[config.mk]
export PLATFORM = sky130hd
export DESIGN_NAME = cmp_pair_feeder
export DESIGN_NICKNAME = d
export VERILOG_FILES = /design/src/rtl/cmp_pair_feeder.sv
export SDC_FILE = /design/constraint.sdc
export NUM_CORES = 1
export LEC_CHECK = 0
export ABC_AREA = 1
export BUFFER_PORTS_ARGS = -buffer_cell sky130_fd_sc_hd__clkbuf_2
export CAP_MARGIN = 15
export CORE_AREA = 5 5 119 76
export CTS_BUF_LIST = sky130_fd_sc_hd__clkbuf_8
export DETAILED_ROUTE_END_ITERATION = 10
export DIE_AREA = 0 0 124 81
export PLACE_DENSITY_LB_ADDON = 0.12
export SETUP_SLACK_MARGIN = 0.4
export SLEW_MARGIN = 20
export SYNTH_ARGS = -nofsm -noshare
export SYNTH_HDL_FRONTEND = slang
export SYNTH_SLANG_ARGS = --single-unit
[constraint.sdc]
create_clock -name clk -period 1.8 [get_ports clk]
set_input_delay 0.18 -clock clk [delete_from_list [all_inputs] [get_ports clk]]
set_output_delay 0.18 -clock clk [all_outputs]
set_load 0.005 [all_outputs]
[src/rtl/cmp_pair_feeder.sv]
// Buffered operand-pair feeder for the 4-bit equality comparator: a small FIFO
// drives the comparator inputs and a registered valid/ready stage captures results.
module cmp_pair_feeder #(
  parameter int unsigned WIDTH = 4,
  parameter int unsigned DEPTH = 4,
  parameter int unsigned CNT_W = 8,
  localparam int unsigned AW = $clog2(DEPTH),
  localparam int unsigned LW = AW + 1
) (
  input  logic             clk,
  input  logic             rst,
  input  logic             in_valid,
  output logic             in_ready,
  input  logic [WIDTH-1:0] in_a,
  input  logic [WIDTH-1:0] in_b,
  output logic [WIDTH-1:0] cmp_a,
  output logic [WIDTH-1:0] cmp_b,
  input  logic             cmp_eq,
  output logic             out_valid,
  input  logic             out_ready,
  output logic             out_eq,
  output logic [WIDTH-1:0] out_a,
  output logic [WIDTH-1:0] out_b,
  output logic [LW-1:0]    fifo_level,
  output logic [CNT_W-1:0] pair_count,
  output logic [CNT_W-1:0] match_count
);

  typedef enum logic {S_IDLE, S_FULL} state_t;

  state_t           state, state_nx;
  logic [WIDTH-1:0] mem_a [DEPTH];
  logic [WIDTH-1:0] mem_b [DEPTH];
  logic [AW-1:0]    wr_ptr, rd_ptr;
  logic             push, pop, empty;

  // in_ready looks only at registered occupancy so it never depends on out_ready
  assign in_ready  = (fifo_level != LW'(DEPTH));
  assign empty     = (fifo_level == '0);
  assign push      = in_valid && in_ready;
  assign out_valid = (state == S_FULL);
  assign pop       = !empty && (!out_valid || out_ready);
  assign cmp_a     = empty ? '0 : mem_a[rd_ptr];
  assign cmp_b     = empty ? '0 : mem_b[rd_ptr];

  always_comb begin
    state_nx = state;
    case (state)
      S_IDLE:  if (pop) state_nx = S_FULL;
      S_FULL:  if (out_ready && !pop) state_nx = S_IDLE;
      default: state_nx = S_IDLE;
    endcase
  end

  always_ff @(posedge clk or posedge rst) begin
    if (rst) state <= S_IDLE;
    else     state <= state_nx;
  end

  // Storage is left unreset; emptiness masks stale entries on cmp_a/cmp_b.
  always_ff @(posedge clk) begin
    if (push) begin
      mem_a[wr_ptr] <= in_a;
      mem_b[wr_ptr] <= in_b;
    end
  end

  always_ff @(posedge clk or posedge rst) begin
    if (rst) begin
      wr_ptr     <= '0;
      rd_ptr     <= '0;
      fifo_level <= '0;
    end else begin
      if (push) wr_ptr <= wr_ptr + AW'(1);
      if (pop)  rd_ptr <= rd_ptr + AW'(1);
      case ({push, pop})
        2'b10:   fifo_level <= fifo_level + LW'(1);
        2'b01:   fifo_level <= fifo_level - LW'(1);
        default: fifo_level <= fifo_level;
      endcase
    end
  end

  always_ff @(posedge clk or posedge rst) begin
    if (rst) begin
      out_eq      <= 1'b0;
      out_a       <= '0;
      out_b       <= '0;
      pair_count  <= '0;
      match_count <= '0;
    end else if (pop) begin
      out_eq <= cmp_eq;
      out_a  <= cmp_a;
      out_b  <= cmp_b;
      if (pair_count != '1) pair_count <= pair_count + CNT_W'(1);
      if (cmp_eq && (match_count != '1)) match_count <= match_count + CNT_W'(1);
    end
  end

endmodule
== Word-level counts from Yosys, hierarchy flattened ==
Memory sizes are Yosys's and may differ from the RTL's.
Index checks and enable logic that the tools add are counted.

* Bits in registers: 33
* Bits in latches: 0
* Bits in writable memories: 32
* Bits in read-only memories: 0
* Output and inout bits: 38
* Word-level logic and storage cells: 43
* Memories: 2

* Add/subtract/negate cells: 6
* Multipliers: 0
* Div/mod/pow operators: 0
* Magnitude comparators: 0
* Eq/ne operators: 5
* Shift-type cells: 0
* Mux-type cells: 8
* Bitwise logic cells: 1
* Reductions and logical operators: 12

{| class="wikitable"
|+ Memory list
! memory !! words !! bits a word !! rd ports !! clocked after memory_dff !! write ports !! RTL line !! source
|-
| mem_a || 4 || 4 || 1 || 0 || 1 || 32 || <nowiki>logic [WIDTH-1:0] mem_a [DEPTH];</nowiki>
|-
| mem_b || 4 || 4 || 1 || 0 || 1 || 33 || <nowiki>logic [WIDTH-1:0] mem_b [DEPTH];</nowiki>
|}

{| class="wikitable"
|+ Operator list
! cell !! count
|-
| $add 8x1->8 const B || 2
|-
| $ne 8x8->1 const B || 2
|-
| $mux 4 || 2
|-
| $pmux 3 s2 || 1
|-
| $add 2x1->2 const B || 2
|-
| $logic_and 1x1->1 || 4
|-
| $mux 1 || 4
|-
| $reduce_and 2->1 || 2
|-
| $add 3x1->3 const B || 1
|-
| $logic_not 1->1 || 3
|-
| $logic_not 3->1 || 1
|-
| $ne 3x3->1 const B || 1
|-
| $sub 3x1->3 const B || 1
|-
| $eq 2x1->1 const B || 1
|-
| $eq 2x2->1 const B || 1
|-
| $pmux 1 s2 || 1
|-
| $reduce_bool 2->1 || 1
|-
| $logic_or 1x1->1 || 1
|-
| $not 1->1 || 1
|}

== Logic depth before layout (Yosys ltp) ==
Gate-level depths: netlist of the first run.

* Depth in word-level cells: 7
* Depth in mapped cells: 9

== Least setup slack after synthesis of the first run ==
OpenSTA, ideal clock, no wires.

* Kind: flip-flop to flip-flop
* From: register fifo_level[0]
* To: register fifo_level[2]
* Library setup time: 0.131 ns
* Data arrival time: 1.799 ns
* Path slack: -0.129 ns
* Cell stages (with the launch flop): 10
* Buffers on the path: 0
* Clock period less this slack: 1.929 ns
* Cells stage by stage: dfrtp_1 nor2_4 nand2_1 nand2_2 ha_1 inv_1 fa_1 a21oi_1 o21ai_0 xor2_1

* Elaborated cells on any way between the ends: 11
* Classes of those cells: add/sub: 2; eq/ne: 3; mux: 1; reduce/logical: 5

{| class="wikitable"
|+ RTL lines
! element !! RTL line !! source
|-
| start: declaration || 24 || <nowiki>output logic [LW-1:0] fifo_level,</nowiki>
|-
| start signal: assignment || 77 || <nowiki>2'b10: fifo_level <= fifo_level + LW'(1);</nowiki>
|-
| start signal: assignment || 78 || <nowiki>2'b01: fifo_level <= fifo_level - LW'(1);</nowiki>
|-
| start signal: assignment || 79 || <nowiki>default: fifo_level <= fifo_level;</nowiki>
|-
| $ne 3x3->1 (*) || 38 || <nowiki>assign in_ready = (fifo_level != LW'(DEPTH));</nowiki>
|-
| net in_ready || 13 || <nowiki>output logic in_ready,</nowiki>
|-
| $logic_and 1x1->1 (*) || 40 || <nowiki>assign push = in_valid && in_ready;</nowiki>
|-
| $eq 2x1->1 / $eq 2x2->1 (equally long branches) || 76 || <nowiki>case ({push, pop})</nowiki>
|-
| $pmux 3 s2 / $reduce_bool 2->1 (equally long branches) || - ||
|}

The timed path passes the listed nets; every way through them passes the cells marked *.
A chain may end at the register's enable or synchronous reset.

== Worst setup path after layout of the first run ==
* From: register fifo_level[1]
* To: register fifo_level[2]

* Word-level cells in the longest chain between the ends: 5
* Elaborated cells on any way between the ends: 11
* Classes of those cells: add/sub: 2; eq/ne: 3; mux: 1; reduce/logical: 5

{| class="wikitable"
|+ Ends and longest elaborated chain
! element !! RTL line !! source
|-
| $logic_not 3->1 || 39 || <nowiki>assign empty = (fifo_level == '0);</nowiki>
|-
| $logic_not 1->1 || 42 || <nowiki>assign pop = !empty && (!out_valid || out_ready);</nowiki>
|-
| $logic_and 1x1->1 || 42 ||
|-
| $eq 2x1->1 / $eq 2x2->1 (equally long branches) || 76 ||
|-
| $pmux 3 s2 / $reduce_bool 2->1 (equally long branches) || - ||
|}

Parallel ways exist; a longest one is shown, timed or not.

==> results.tsv, run 1 <==
metric	value	unit
max-slew violation count	0	
chip width	124	um
via count	2414	
Clock Skew	6.06	ps
CTS max path bufs	2	
Avg Cell Area, Syn	9.41	sq um
Clock Sinks	65	
Ports	51	
first-pass GRT wire length	11.7	mm
pin count of the biggest net entering global routing	34	
# DRC	0	
RSZ-0062 raised after global routing	true	
Routability Congestion	0.746	
CP required	2030	ps
Via density	4.54	
die height	81	um
WL final	7.23	mm
post-synthesis sequential area ratio	58.6	%
Final Hold Violating Endpoints	0	
worst min path class	in2reg	
worst-skew pair later-pin latency	350	ps
CP max FO	3	
Initial Util	39.4	%
synthesized cell area	0.00305	sq mm
CTS tree	done	
Cell Pwr Density	1710	mW/mm^2
Post-Synthesis Cells	324	
Final period util	95.4	%
Register Area	0.00179	sq mm
Post-synth EDFFs	32	
CORE AREA	0.00773	sq mm
Antenna Cells	0	
max cap viols	0	
initial antenna violation count	0	
Lkg Pwr	1.95	nW
Critical Path AT	1950	ps
clock slew at reported path FFs	70	ps
Worst setup EP type	flop	
die area	0.0100	sq mm
setup slack after layout	81.9	ps
Rows	25	
top-area cell type share of the netlist area	31.5	%
number of global-route vias before repair	2355	
input/output buffers	50	
most common cell in the netlist	nand2_1	
Worst IR Drop VDD	0.808	mV
achievable clock frequency	582	MHz
root buffer selected by CTS	clkbuf_8	
top post-synthesis cells by count	nand2_1, dfrtp_1, edfxtp_1	
routed len/inst	13.6	um
Synth area leaders	edfxtp_1, dfrtp_1, nand2_1, nand3_1, inv_1	
htree depth	3	
All-Layer GR Usage	15.5	%
footprint of the multi-input gates	0.00131	sq mm
CP Class	reg2reg	
post-synth top area cell	edfxtp_1	
Final setup viols	0	
TritonCTS Buffers	9	
status	finished clean	
layout cell share with drive strength beyond 1	40.1	%
DRT antenna net count	0	
DR pass1 iterations	4	
asr flop ratio synth	50.8	%
startpoint types	flop	
fillers	741	
NumNets Final	440	
number of synthesized register bits	65	
Post-Place Worst Slack	51.4	ps
total power	0.00715	W
Slew HR	69.7	%
Distinct cells, synth	26	
Tightest Pin Transition	455	ps
post-layout min period	1720	ps
synth warn	0	
DR iter-0 viols	105	
post-synth net total	345	
placed cell count	491	
hpwl dp	4.75	mm
ys flop type	dfrtp_1	
Congestion Overflow GR	0	
Post-Layout Cell Count	532	
Synth-to-Final Area Change	36.9	%
[path summary, 6_finish.rpt]
kind / from / to / slack, ps / cells past startpoint
min in group asynchronous: rst / match_count[6] / 470 / 4
max in group asynchronous: rst / rd_ptr[0] / 990 / 4
min: in_a[0] / mem_a[1][0] / 50 / 1
max reg2reg: fifo_level[1] / fifo_level[2] / 80 / 9
min reg2reg: out_a[3] / out_a[3] / 490 / 2
max: fifo_level[1] / fifo_level[2] / 80 / 9
[flip-flops by register name (all words and copies together), names as in the netlist, 2 cells and up]
register and cells:
out_b 4, pair_count 8, fifo_level 3, match_count 8, rd_ptr 2, mem_b 16
mem_a 16, out_a 4, wr_ptr 2
[through the flow]
step	hold slack [ps]	area (sq um)	utilization [%]	setup TNS, ps
finish	52.2	4170	54.0	0
global route	38.5	4170	54.0	-8.44
CTS	35.7	4000	51.7	0
global placement	296	3510	45.5	0
floorplan	279	3070	-	0
detailed placement	298	3510	45.5	0
[critical path, cell delays in order (launching register included)]
cell	delay [ps]
dfrtp_1	410
nor2_4	170
nand2_2	90
nand2_4	70
ha_4	120
inv_2	50
fa_2	350
a21oi_2	130
o21ai_1	80
xor2_1	140
[cells in the final DEF, fill, tap and decap left out, types with 9 or more instances in the layout]
cell | netlist | layout
edfxtp_1 | 32 | 32
clkbuf_2 | 0 | 43
inv_1 | 25 | 23
o21ai_0 | 12 | 9
nor2_1 | 25 | 20
nand3_1 | 23 | 10
dfrtp_1 | 33 | 32
nand2_1 | 129 | 104
nand3_2 | 2 | 14
clkbuf_8 | 0 | 9
nand2_2 | 1 | 26
buf_4 | 2 | 29
buf_6 | 3 | 9
[metal layers]
layer / vias to the layer above / global-route usage [%] / part of all wire (%)
li1: 1229 / - / -
met1: 1121 / 20.2 / 47
met2: 54 / 23.6 / 45
met3: 10 / 6.05 / 7.0
met4: 0 / 6.01 / 1.6
met5: - / 0 / 0
[cell type report]
type / count / area share, %
flip-flops and latches: 65 / 42.9
multi-input cells: 225 / 31.3
repair buffers: 88 / 13.8
well taps: 108 / 3.24
inverters: 29 / 3.03
clock buffers: 9 / 2.97
clock inverters: 7 / 2.61
repair inverters: 1 / 0.210
[cell families (layout without fill, tap and decap cells)]
group	Yosys count	in the layout	synth area share [%]
AOI/OAI and AO/OA	19	19	3.49
DFF	65	65	58.6
buffers and inverters	35	134	5.58
and+or+nand+nor	187	188	25.9
xor gates and xnor gates	10	10	2.87
adders and majority gates	8	8	3.53
[where the power goes]
part / leakage [nW] / internal [W] / switching (W)
Combinational: 1.13 / 0.00156 / 0.00175
Clock: 0.120 / 0.000907 / 0.000567
Sequential: 0.705 / 0.00201 / 0.000354
Total: 1.95 / 0.00448 / 0.00267
[repair_timing]
item / 4_1_cts / 5_1_grt
gates resized for setup: 38 / 37
endpoints found under the setup margin: 17 / 60
endpoints found under the hold margin: 33 / 0
pin swaps: 26 / 20
hold buffers: 1 / 0
cloned: 1 / 1
buffers inserted: 15 / 7
Note: power is estimated with default switching activity, not from simulation.
==> inputs of run 2 (changes only) <==
ABC_CLOCK_PERIOD_IN_PS = 1800   (was unset)
CORE_AREA = 5 5 127 81   (was 5 5 119 76)
DIE_AREA = 0 0 132 86   (was 0 0 124 81)
==> results.tsv, run 2 (synthesis results as in run 1) <==
metric	value	unit
status	finished clean	
RSZ-0062 raised after global routing	true	
post-layout min period	1720	ps
Hold Startpoint	in_a[3]	
most common cell after layout, fill and taps aside	nand2_1	
input/output buffers	50	
hpwl dp	4.83	mm
Post-Route Setup TNS	0	ps
Logic pwr share	47.5	%
Worst R2R Path Depth	9	
achievable clock frequency	582	MHz
TritonCTS Buffers	9	
htree depth	3	
Congestion Overflow GR	0	
Lkg Pwr	1.90	nW
RR Startpoint	fifo_level[1]	
biggest regs	mem_a: 16 flops, mem_b: 16 flops	
Final Hold Violating Endpoints	0	
CORE AREA	0.00895	sq mm
Tightest Pin Transition	485	ps
sw frac	38.4	%
WHS Path Cells	1	
Antenna Cells	0	
Final Instance Area	0.00409	sq mm
WL final	7.18	mm
Clock Skew	10.6	ps
DRT antenna net count	0	
Final period util	95.5	%
layout cell share with drive strength beyond 1	31.9	%
die height	86	um
All-Layer GR Usage	13.3	%
Routability Congestion	0.718	
Clock Sinks	65	
CP max FO	3	
Final setup viols	0	
Synth-to-Final Area Change	34.2	%
CP Class	reg2reg	
CTS max path bufs	2	
NumNets Final	439	
DR iter-0 viols	154	
Ports	51	
most frequent cells in the layout	nand2_1, clkbuf_2, dfrtp_1, edfxtp_1, buf_4	
Psw	0.00258	W
via count	2349	
worst reg2reg endpoint	fifo_level[2]	
Slew HR	67.7	%
Worst IR Drop VDD	0.746	mV
Via density	4.36	
worst-skew pair later-pin latency	350	ps
startpoint types	flop	
internal power	0.00413	W
clock slew at reported path FFs	70	ps
die area	0.0114	sq mm
routed len/inst	13.3	um
Worst setup EP type	flop	
DR pass1 iterations	4	
CP required	2030	ps
CTS tree	done	
max-slew violation count	0	
worst min path class	in2reg	
Post-Layout Cell Count	539	
chip width	132	um
Initial Util	34.0	%
max cap viols	0	
placed inst area	0.00354	sq mm
Cell Pwr Density	1640	mW/mm^2
Hold Path End	mem_a[2][3]	
Seq pwr share	34.4	%
root buffer selected by CTS	clkbuf_8	
initial antenna violation count	0	
Rows	27	
number of global-route vias before repair	2254	
# DRC	0	
pin count of the biggest net entering global routing	34	
first-pass GRT wire length	11.6	mm
flop2flop setup slack	80	ps
Clk network pwr share	18.0	%
placed cell count	501	
Critical Path AT	1950	ps
## run 2: changes by cell type in the layout (fill, tap and decap cells not counted), sizes merged
cell	delta
clkinvlp	+1
buf	-5
clkinv	-1
bufinv	-2
clkbuf	+6
inv	+1
nand2	-1
## run 2: cell type report
cell class	instances	area [sq um]
multi-input cells	224	1240
repair buffers	88	592
inverters	29	131
clock inverters	6	50.0
well taps	116	145
clock buffers	10	138
repair inverters	1	7.51
flip-flops and latches	65	1790
fillers	854	4860
## run 2: what timing repair did
action	in CTS	in global routing
pin swaps	6	15
endpoints found under the setup margin	23	68
cloned	1	0
hold buffers	1	0
endpoints found under the hold margin	33	0
resized for setup	15	36
setup buffers	7	13
## run 2: worst max path at each step
stage | startpoint | to | slack [ps] | cells after the start
final | fifo_level[1] | fifo_level[2] | 80 | 9
after CTS | fifo_level[0] | fifo_level[2] | 80 | 9
after floorplan | fifo_level[1] | fifo_level[2] | 7 | 9
after global placement | fifo_level[1] | fifo_level[2] | 90 | 9
after global routing | fifo_level[1] | fifo_level[2] | -40 | 9
after detailed placement | fifo_level[1] | fifo_level[2] | 50 | 9
## run 2: routing by layer
layer  track usage, %  part of all wire, %  vias to the layer above
met3             5.57                  6.0                        7
met5                0                    0                        -
met4             3.92                  1.1                        0
met2             18.5                   41                       40
met1             18.7                   52                     1077
li1                 -                    -                     1225
## run 2: critical path: stages, from the launching register on
cell	delay, ps
dfrtp_1	410
nor2_4	190
nand2_4	80
nand2_4	70
ha_4	130
inv_4	30
fa_2	350
a21oi_2	140
o21ai_2	70
xor2_1	140
## run 2: power groups by stage
stage | sequential (W) | clock, W | combinational, W
2_1_floorplan | 0.00230 | 0 | 0.00152
3_3_place_gp | 0.00232 | 0 | 0.00250
3_5_place_dp | 0.00233 | 0 | 0.00252
4_1_cts | 0.00230 | 0.00125 | 0.00278
5_1_grt | 0.00236 | 0.00131 | 0.00361
6_report | 0.00231 | 0.00121 | 0.00319
## run 2: metrics by stage
step / setup WS [ps] / power [W] / hold slack (ps) / utilization [%]
CTS: 78.3 / 0.00634 / 31.3 / 43.0
finish: 80.8 / 0.00671 / 49.1 / 45.7
detailed placement: 53.7 / 0.00485 / 297 / 39.5
global route: -39.1 / 0.00728 / 47.1 / 45.7
global placement: 89.4 / 0.00482 / 302 / 39.5
floorplan: 7.18 / 0.00382 / 279 / -
==> inputs of run 3 (changes only) <==
ABC_CLOCK_PERIOD_IN_PS = 1900   (was 1800)
clock period = 1.9 ns   (was 1.8 ns; I/O delays follow)
==> results.tsv, run 3 (synthesis results as in run 1) <==
metric	value	unit
status	finished clean	
Final period util	92.7	%
Ports	51	
worst min path class	in2reg	
Worst setup EP type	flop	
CORE AREA	0.00895	sq mm
Routability Congestion	0.717	
Slew HR	67.9	%
Critical Path AT	1990	ps
number of global-route vias before repair	2330	
Antenna Cells	0	
CP required	2130	ps
die area	0.0114	sq mm
Final setup viols	0	
Post-Route Setup TNS	0	ps
die height	86	um
hpwl dp	4.98	mm
max cap viols	0	
total power	0.00631	W
root buffer selected by CTS	clkbuf_8	
via count	2371	
layout cell share with drive strength beyond 1	36.6	%
Clock Sinks	65	
chip width	132	um
# DRC	0	
DR iter-0 viols	135	
WL final	7.51	mm
Worst IR Drop VDD	0.520	mV
RSZ-0062 raised after global routing	true	
routed len/inst	14.1	um
CTS tree	done	
setup slack after layout	139	ps
htree depth	3	
Final Hold Violating Endpoints	0	
Tightest Pin Transition	482	ps
DR pass1 iterations	4	
most frequent cells in the layout	nand2_1, clkbuf_2, dfrtp_1	
Cell Pwr Density	1550	mW/mm^2
post-layout min period	1760	ps
most common cell after layout, fill and taps aside	nand2_1	
TritonCTS Buffers	9	
pin count of the biggest net entering global routing	34	
first-pass GRT wire length	12.3	mm
All-Layer GR Usage	14.0	%
Via density	4.47	
input/output buffers	50	
initial antenna violation count	0	
max-slew violation count	0	
Initial Util	34.0	%
worst-skew pair later-pin latency	340	ps
Lkg Pwr	1.91	nW
Synth-to-Final Area Change	33.5	%
CTS max path bufs	2	
flop2flop setup slack	140	ps
Post-Place Worst Slack	57.7	ps
Congestion Overflow GR	0	
achievable clock frequency	568	MHz
startpoint types	flop	
CP max FO	5	
biggest regs	mem_a: 16 flops, mem_b: 16 flops	
NumNets Final	432	
DRT antenna net count	0	
clock slew at reported path FFs	70	ps
Rows	27	
Clock Skew	10.7	ps
CP Class	reg2reg	
==> run 3: cell types whose count changed in the layout (fill, tap and decap cells not counted), moves of 3 or more <==
cell	previous run	this run
nand3_1	23	9
buf_6	9	6
nand2_1	126	107
nor2_4	8	5
nor2_1	15	20
nand2_2	2	20
nand3_2	0	15
buf_4	28	21
==> run 3: metal layers <==
layer / global-route usage [%] / wire (um) / vias up
li1: - / - / 1209
met1: 20.6 / 4050 / 1109
met2: 18.6 / 3010 / 49
met3: 5.51 / 430 / 4
met4: 3.92 / 24 / 0
met5: 0 / 0 / -
==> run 3: repair_timing <==
| item | 4_1_cts | 5_1_grt |
|---|---|---|
| hold buffers | 1 | 0 |
| setup buffers | 16 | 4 |
| pin swaps | 27 | 5 |
| gates cloned | 2 | 0 |
| gates resized for setup | 55 | 17 |
| setup endpoints to repair | 42 | 42 |
| endpoints found under the hold margin | 33 | 0 |
==> run 3: path summary, 6_finish.rpt <==
kind | from | to | cells after the start
setup / recovery | fifo_level[1] | fifo_level[2] | 9
hold / removal | in_a[0] | mem_a[2][0] | 1
setup reg to reg | fifo_level[1] | fifo_level[2] | 9
hold reg to reg | out_eq | out_eq | 2
max in group asynchronous | rst | fifo_level[0] | 4
min in group asynchronous | rst | match_count[6] | 4
==> run 3: final cells by class <==
cell class                      count  area [sq um]
Tap cell                          116           145
Fill cell                         853          4880
Clock buffer                        9           124
Inverter                           29           130
Timing Repair inverter              2          32.5
Sequential cell                    65          1790
Multi-Input combinational cell    224          1300
Clock inverter                      6          23.8
Timing Repair Buffer               80           526
==> run 3: where the power goes <==
group	switching (W)	total, W	leakage, nW	internal, W
combinational	0.00174	0.00317	1.11	0.00142
sequential	0.000294	0.00220	0.706	0.00191
clock	0.000505	0.000946	0.0915	0.000441
==> run 3: worst max-delay path, stage by stage, from the launching register on <==
cell	delay, ps
dfrtp_1	420
nor2_4	150
nand2_2	90
nand2_4	110
ha_4	130
inv_2	40
fa_2	350
a21oi_2	130
o21ai_1	80
xor2_1	140
==> run 3: through the flow <==
step / hold slack [ps] / instance area [sq um] / utilization (%) / instances
final: 68.5 / 4070 / 45.4 / 531
after global routing: 58.6 / 4070 / 45.4 / 531
after CTS: 49.2 / 3970 / 44.3 / 527
after detailed placement: 321 / 3480 / 38.9 / 493
after global placement: 313 / 3480 / 38.9 / 493
after floorplan: 289 / 3070 / - / 324
